**config.mk**
```make
export PLATFORM = sky130hd
export DESIGN_NAME = z_seq_driver_flat
export DESIGN_NICKNAME = d
export VERILOG_FILES = /design/src/rtl/z_seq_driver_if.sv /design/src/rtl/z_seq_driver.sv /design/src/flat_wrapper.sv
export SDC_FILE = /design/constraint.sdc
export NUM_CORES = 1
export LEC_CHECK = 0
export ABC_AREA = 1
export BUFFER_PORTS_ARGS = -buffer_cell sky130_fd_sc_hd__buf_4
export CAP_MARGIN = 40
export CORE_ASPECT_RATIO = 0.75
export CORE_MARGIN = 4
export CORE_UTILIZATION = 30
export CTS_BUF_LIST = sky130_fd_sc_hd__clkbuf_16
export DETAILED_ROUTE_END_ITERATION = 6
export PLACE_DENSITY_LB_ADDON = 0.12
export SLEW_MARGIN = 20
export SYNTH_ARGS = -nofsm -noshare
export SYNTH_HDL_FRONTEND = slang
export SYNTH_SLANG_ARGS = --single-unit
```
**constraint.sdc**
```tcl
create_clock -name clk -period 1.5 [get_ports clk]
set_input_delay 0.375 -clock clk [delete_from_list [all_inputs] [get_ports clk]]
set_output_delay 0.375 -clock clk [all_outputs]
set_load 0.02 [all_outputs]
```
**src/rtl/z_seq_driver_if.sv**
```systemverilog
// Word handshake between the test/control logic and z_seq_driver.
//   in_data  : word to serialize (WIDTH bits)
//   in_valid : in_data is valid
//   in_ready : driver is idle and will take the word at the next rising edge
// master = word source, slave = z_seq_driver.
interface z_seq_driver_if #(
  parameter int WIDTH = 8
);
  logic [WIDTH-1:0] in_data;
  logic             in_valid;
  logic             in_ready;

  modport master (
    output in_data,
    output in_valid,
    input  in_ready
  );

  modport slave (
    input  in_data,
    input  in_valid,
    output in_ready
  );
endinterface

```
**src/rtl/z_seq_driver.sv**
```systemverilog
// z_seq_driver
//   Serializes WIDTH-bit words LSB-first onto x for a downstream 5-state detector,
//   runs a cycle-exact shadow of that detector to predict its z output, and flags
//   disagreements between the prediction and the z actually returned.
// Ports
//   clk          : rising-edge clock
//   reset        : asynchronous, active-high
//   in_bus       : word handshake (in_data / in_valid / in_ready), slave side
//   x            : serial bit to the detector (IDLE_BIT when not shifting)
//   z_in         : z returned by the detector
//   chk_en       : compare z_in against exp_z this cycle
//   exp_z        : predicted detector z (shadow in D or E)
//   busy         : a word is being shifted
//   done         : one-cycle pulse in the cycle after the last bit of a word
//   mismatch     : sticky compare-failure flag
//   mismatch_cnt : saturating count of compare failures
module z_seq_driver #(
  parameter int   WIDTH    = 8,
  parameter logic IDLE_BIT = 1'b0
) (
  input  logic                clk,
  input  logic                reset,
  z_seq_driver_if.slave       in_bus,
  output logic                x,
  input  logic                z_in,
  input  logic                chk_en,
  output logic                exp_z,
  output logic                busy,
  output logic                done,
  output logic                mismatch,
  output logic [7:0]          mismatch_cnt
);

  localparam int CW = (WIDTH > 2) ? $clog2(WIDTH) : 1;
  localparam logic [CW-1:0] LAST_BIT = CW'(WIDTH - 1);

  typedef enum logic {
    IDLE  = 1'b0,
    SHIFT = 1'b1
  } ctl_t;

  // Detector states; 5..7 are unused encodings that recover to SH_A.
  typedef enum logic [2:0] {
    SH_A = 3'd0,
    SH_B = 3'd1,
    SH_C = 3'd2,
    SH_D = 3'd3,
    SH_E = 3'd4
  } shadow_t;

  ctl_t             ctl_reg,      ctl_next;
  logic [WIDTH-1:0] shreg_reg,    shreg_next;
  logic [CW-1:0]    bitcnt_reg,   bitcnt_next;
  logic             done_reg,     done_next;
  shadow_t          shadow_reg,   shadow_next;
  logic             mismatch_reg, mismatch_next;
  logic [7:0]       cnt_reg,      cnt_next;
  logic             fail;

  // x comes straight from flops so the detector sees no combinational input path.
  assign x               = (ctl_reg == SHIFT) ? shreg_reg[0] : IDLE_BIT;
  assign in_bus.in_ready = (ctl_reg == IDLE);
  assign busy            = (ctl_reg == SHIFT);
  assign done            = done_reg;
  assign exp_z           = (shadow_reg == SH_D) || (shadow_reg == SH_E);
  assign mismatch        = mismatch_reg;
  assign mismatch_cnt    = cnt_reg;

  always_ff @(posedge clk or posedge reset) begin
    if (reset) begin
      ctl_reg      <= IDLE;
      shreg_reg    <= '0;
      bitcnt_reg   <= '0;
      done_reg     <= 1'b0;
      shadow_reg   <= SH_A;
      mismatch_reg <= 1'b0;
      cnt_reg      <= 8'd0;
    end else begin
      ctl_reg      <= ctl_next;
      shreg_reg    <= shreg_next;
      bitcnt_reg   <= bitcnt_next;
      done_reg     <= done_next;
      shadow_reg   <= shadow_next;
      mismatch_reg <= mismatch_next;
      cnt_reg      <= cnt_next;
    end
  end

  always_comb begin
    ctl_next      = ctl_reg;
    shreg_next    = shreg_reg;
    bitcnt_next   = bitcnt_reg;
    done_next     = 1'b0;
    shadow_next   = SH_A;
    mismatch_next = mismatch_reg;
    cnt_next      = cnt_reg;
    fail          = chk_en && (z_in != exp_z);

    // Control: load on accept, then shift one bit per edge.
    case (ctl_reg)
      IDLE: begin
        if (in_bus.in_valid) begin
          shreg_next  = in_bus.in_data;
          bitcnt_next = '0;
          ctl_next    = SHIFT;
        end
      end
      SHIFT: begin
        shreg_next  = shreg_reg >> 1;
        bitcnt_next = bitcnt_reg + 1'b1;
        if (bitcnt_reg == LAST_BIT) begin
          bitcnt_next = '0;
          ctl_next    = IDLE;
          done_next   = 1'b1;
        end
      end
      default: begin
        ctl_next = IDLE;
      end
    endcase

    // Shadow detector tracks whatever x is on the wire, idle cycles included.
    case (shadow_reg)
      SH_A:    shadow_next = x ? SH_B : SH_A;
      SH_B:    shadow_next = x ? SH_E : SH_B;
      SH_C:    shadow_next = x ? SH_B : SH_C;
      SH_D:    shadow_next = x ? SH_C : SH_B;
      SH_E:    shadow_next = x ? SH_E : SH_D;
      default: shadow_next = SH_A;
    endcase

    if (fail) begin
      mismatch_next = 1'b1;
      if (cnt_reg != 8'hFF) begin
        cnt_next = cnt_reg + 8'd1;
      end
    end
  end

endmodule
```
**src/flat_wrapper.sv**
```systemverilog
// flat-port wrapper written by rule: the top's interface ports become plain ports
module z_seq_driver_flat 
#(
  parameter int   WIDTH    = 8,
  parameter logic IDLE_BIT = 1'b0
)
  (clk, reset, x, z_in, chk_en, exp_z, busy, done, mismatch, mismatch_cnt, in_bus_in_data, in_bus_in_valid, in_bus_in_ready);
  z_seq_driver_if #(.WIDTH(WIDTH)) in_bus_i ();
  input  logic clk;
  input  logic reset;
  output logic x;
  input  logic z_in;
  input  logic chk_en;
  output logic exp_z;
  output logic busy;
  output logic done;
  output logic mismatch;
  output logic [7:0] mismatch_cnt;
  input wire logic [$bits(in_bus_i.in_data)-1:0] in_bus_in_data;
  input wire logic [$bits(in_bus_i.in_valid)-1:0] in_bus_in_valid;
  output wire logic [$bits(in_bus_i.in_ready)-1:0] in_bus_in_ready;
  assign in_bus_i.in_data = in_bus_in_data;
  assign in_bus_i.in_valid = in_bus_in_valid;
  assign in_bus_in_ready = in_bus_i.in_ready;
  z_seq_driver #(.WIDTH(WIDTH), .IDLE_BIT(IDLE_BIT)) u_core (.clk(clk), .reset(reset), .in_bus(in_bus_i), .x(x), .z_in(z_in), .chk_en(chk_en), .exp_z(exp_z), .busy(busy), .done(done), .mismatch(mismatch), .mismatch_cnt(mismatch_cnt));
endmodule
```
==> results.py <==
metrics = {
    "logic_synthesis": {
        "ys_warn_count": 0,
        "synthXorXnorAreaFrac": 0.0277,
        "ys_ff_latch": 25,
        "synth-simple-area-share": 0.347,
        "syn_area_sq_mm": 0.00126,
        "synth_compound_area_frac": 0.0406,
        "synth_nets": 172,
        "muxShareOfSynthArea": 0,
        "synth_top_family_by_area": "simple AND/OR/NAND/NOR gates",
        "synth_adder_area_share": 0.0297,
        "yosys.cell_types.count": 23,
        "netlist_instances": 156,
        "yosysSeqAreaShare": 0.495,
        "syn_area_per_cell_sq_um": 8.10,
    },
    "sta": {
        "final.period_utilization": 0.956,
        "setup_viol": 0,
        "tns_ns": 0,
        "tightest_slew_ns": 0.320,
        "timing.final.max_slew_violations": 0,
        "hold_violations": 0,
        "skew_ns": 0.00172,
        "max_clock_freq_mhz": 697,
        "rsz0062_at_grt": "yes",
        "fin_crit_ns": 1.43,
        "slew_headroom": 0.787,
    },
    "cts": {
        "clockBufferDepth": 2,
        "tritoncts": "built",
        "root_buffer": "clkbuf_16",
        "htree_levels": 1,
        "path_clk_slew_ns": 0.06,
        "postCtsHoldBufs": 0,
        "clk_latency_ns": 0.25,
        "cts_made_buffers": 3,
        "cts_sinks": 25,
    },
    "critical_path": {
        "slowest_delay_ns": 0.40,
        "cp_max_fo": 3,
        "critPathKind": "flop to output port",
        "crit_slowest_cell": "dfrtp_1",
        "endpoint_kind": "output port",
        "crit_path_frequent_cell": "nand2_2",
        "path_delay_family": "flip-flops",
        "crit_path_cell_trace": "buf_4 > nand2_2 > nand2_2 > buf_6",
        "required_ns": 1.12,
        "start_kind": "flop",
        "arrival_ns": 1.06,
        "cp.buffers_inverters": 2,
    },
    "status": {
        "outcome": "finished, final reports clean",
    },
    "die": {
        "die_x_microns": 82.9,
        "dieHeight_microns": 64.2,
        "rows": 20,
        "coreArea_sq_mm": 0.00405,
        "die_area_sq_mm": 0.00533,
        "io_pins": 27,
        "initial_core_util": 0.312,
    },
    "finish": {
        "seqCellArea_sq_um": 626,
        "area_growth_pct": 33.6,
        "n_fill_cell": 424,
        "finish.cell_count_without_fillers": 249,
        "nNetsFinal": 211,
        "num_antenna_cells": 0,
        "multiInputGateArea_sq_um": 573,
        "drive_above_1_share": 0.268,
    },
    "run": {
        "drv_cap": 0,
    },
    "route": {
        "drc": 0,
        "dr_total_vias": 1075,
        "firstDrtPassIters": 4,
        "final_antenna_net_count": 0,
        "wl_per_cell_microns": 10.8,
        "routed_wl_mm": 2.68,
        "avgViaCountPerCell": 4.32,
        "drt_iter0_drc": 98,
    },
    "global_route": {
        "grt_max_degree": 26,
        "grt_usage": 0.107,
        "grt_pass1_vias": 1098,
        "grt-ovfl-total": 0,
        "antenna_found_initial": 0,
        "grt_first_pass_wirelength_mm": 4.79,
    },
    "worst_hold_path": {
        "hp-class": "primary input to asynchronous set/reset pin",
    },
    "placed_design": {
        "placed_cells": 239,
        "gp_congestion": 0.757,
        "dp_hpwl_mm": 1.93,
        "io_buffers": 26,
    },
    "power": {
        "p_leak_nw": 0.937,
        "powerDensity_mw_per_mm2": 1710,
        "max-vdd-ir-drop_mv": 0.694,
    },
}
==> tightest hold or removal path, cell delays in order <==
cell,delay (ns)
buf_4,0.11
inv_1,0.04
buf_4,0.30
==> placed cells by master, fill, tap and decap left out, types with 3 or more instances in the layout <==
cell        n
o21ai_0     4
buf_4      35
nand2_2     5
xor2_1      4
inv_1      19
nand2_1    58
ha_1        3
nor2_1      6
nand3_1    16
dfrtp_1    25
clkbuf_16   3
==> synthesized netlist by cell type <==
cell      count  area (sq um)
nand2_1      58           218
nand4_1       2          12.5
or2_1         1          6.26
nand2_2       5          31.3
nor2_4        1          11.3
a21oi_2       1          8.76
o22ai_1       1          6.26
dfrtp_1      25           626
nand3b_1      1          7.51
or2_2         1          6.26
nand4_2       1          12.5
o21ai_0       4          20.0
buf_2         1          5.00
a22o_1        1          8.76
nor2_1        7          26.3
ha_1          3          37.5
clkbuf_1      1          3.75
inv_1        18          67.6
xor2_1        4          35.0
a22oi_1       1          7.51
nand3_1      16          80.1
nor2_2        1          6.26
nand3_2       2          20.0
==> report_power, final <==
group          switching [mW]  internal, mW  leakage, nW
logic                   0.667         0.545        0.573
registers               0.202         0.911        0.322
clock network           0.210         0.355       0.0423
==> per-layer routing <==
layer / wire length, microns / up-vias / global-route usage
met2: 1240 / 16 / 0.177
met3: 101 / 4 / 0.0348
met1: 1320 / 490 / 0.136
met4: 25 / 0 / 0.0245
li1: - / 565 / -
met5: 0 / - / 0
==> through the flow <==
| stage | hold slack (ns) | power, mW | area [sq um] | setup slack, ns | util |
|---|---|---|---|---|---|
| after floorplan | 0.402 | 1.85 | 1260 | 0.0766 | - |
| after global routing | 0.211 | 3.15 | 1690 | -0.0309 | 0.416 |
| final | 0.168 | 2.89 | 1690 | 0.0655 | 0.416 |
| after CTS | 0.187 | 2.91 | 1670 | 0.0329 | 0.411 |
| after global placement | 0.455 | 2.22 | 1550 | 0.150 | 0.382 |
| after detailed placement | 0.455 | 2.25 | 1550 | 0.114 | 0.382 |
==> worst paths after layout <==
path / start / to / slack (ns) / depth (start not counted)
min reg2reg: u_core.mismatch / u_core.mismatch / 0.48 / 1
min: reset / u_core.done / 0.17 / 3
max in group asynchronous: reset / u_core.shreg_reg[2] / 1.09 / 3
max reg2reg: u_core.shadow_reg[1] / u_core.mismatch_cnt[4] / 0.12 / 8
min in group clk: in_bus_in_data[7] / u_core.shreg_reg[7] / 0.32 / 3
max: u_core.shadow_reg[2] / exp_z / 0.07 / 4
==> repair_timing <==
item,in CTS,in global routing
resized for setup,0,3
setup buffers,5,1
gates cloned,0,0
endpoints found under the hold margin,0,0
pin swaps,0,1
setup endpoints to repair,1,9
==> area by class of cell <==
class,count,area share
Clock buffer,3,0.0445
Clock inverter,1,0.00222
Inverter,18,0.0400
Multi-Input combinational cell,111,0.340
Sequential cell,25,0.371
Tap cell,55,0.0408
Timing Repair Buffer,36,0.162
==> cells by family after synthesis <==
logic type               count (synthesis)
AO/OA/AOI/OAI                            8
XOR/XNOR                                 4
adder cells (fa/ha/maj)                  3
buffers and inverters                   20
flip-flops                              25
AND/OR/NAND/NOR                         96
(Power assumes the default switching activity.)
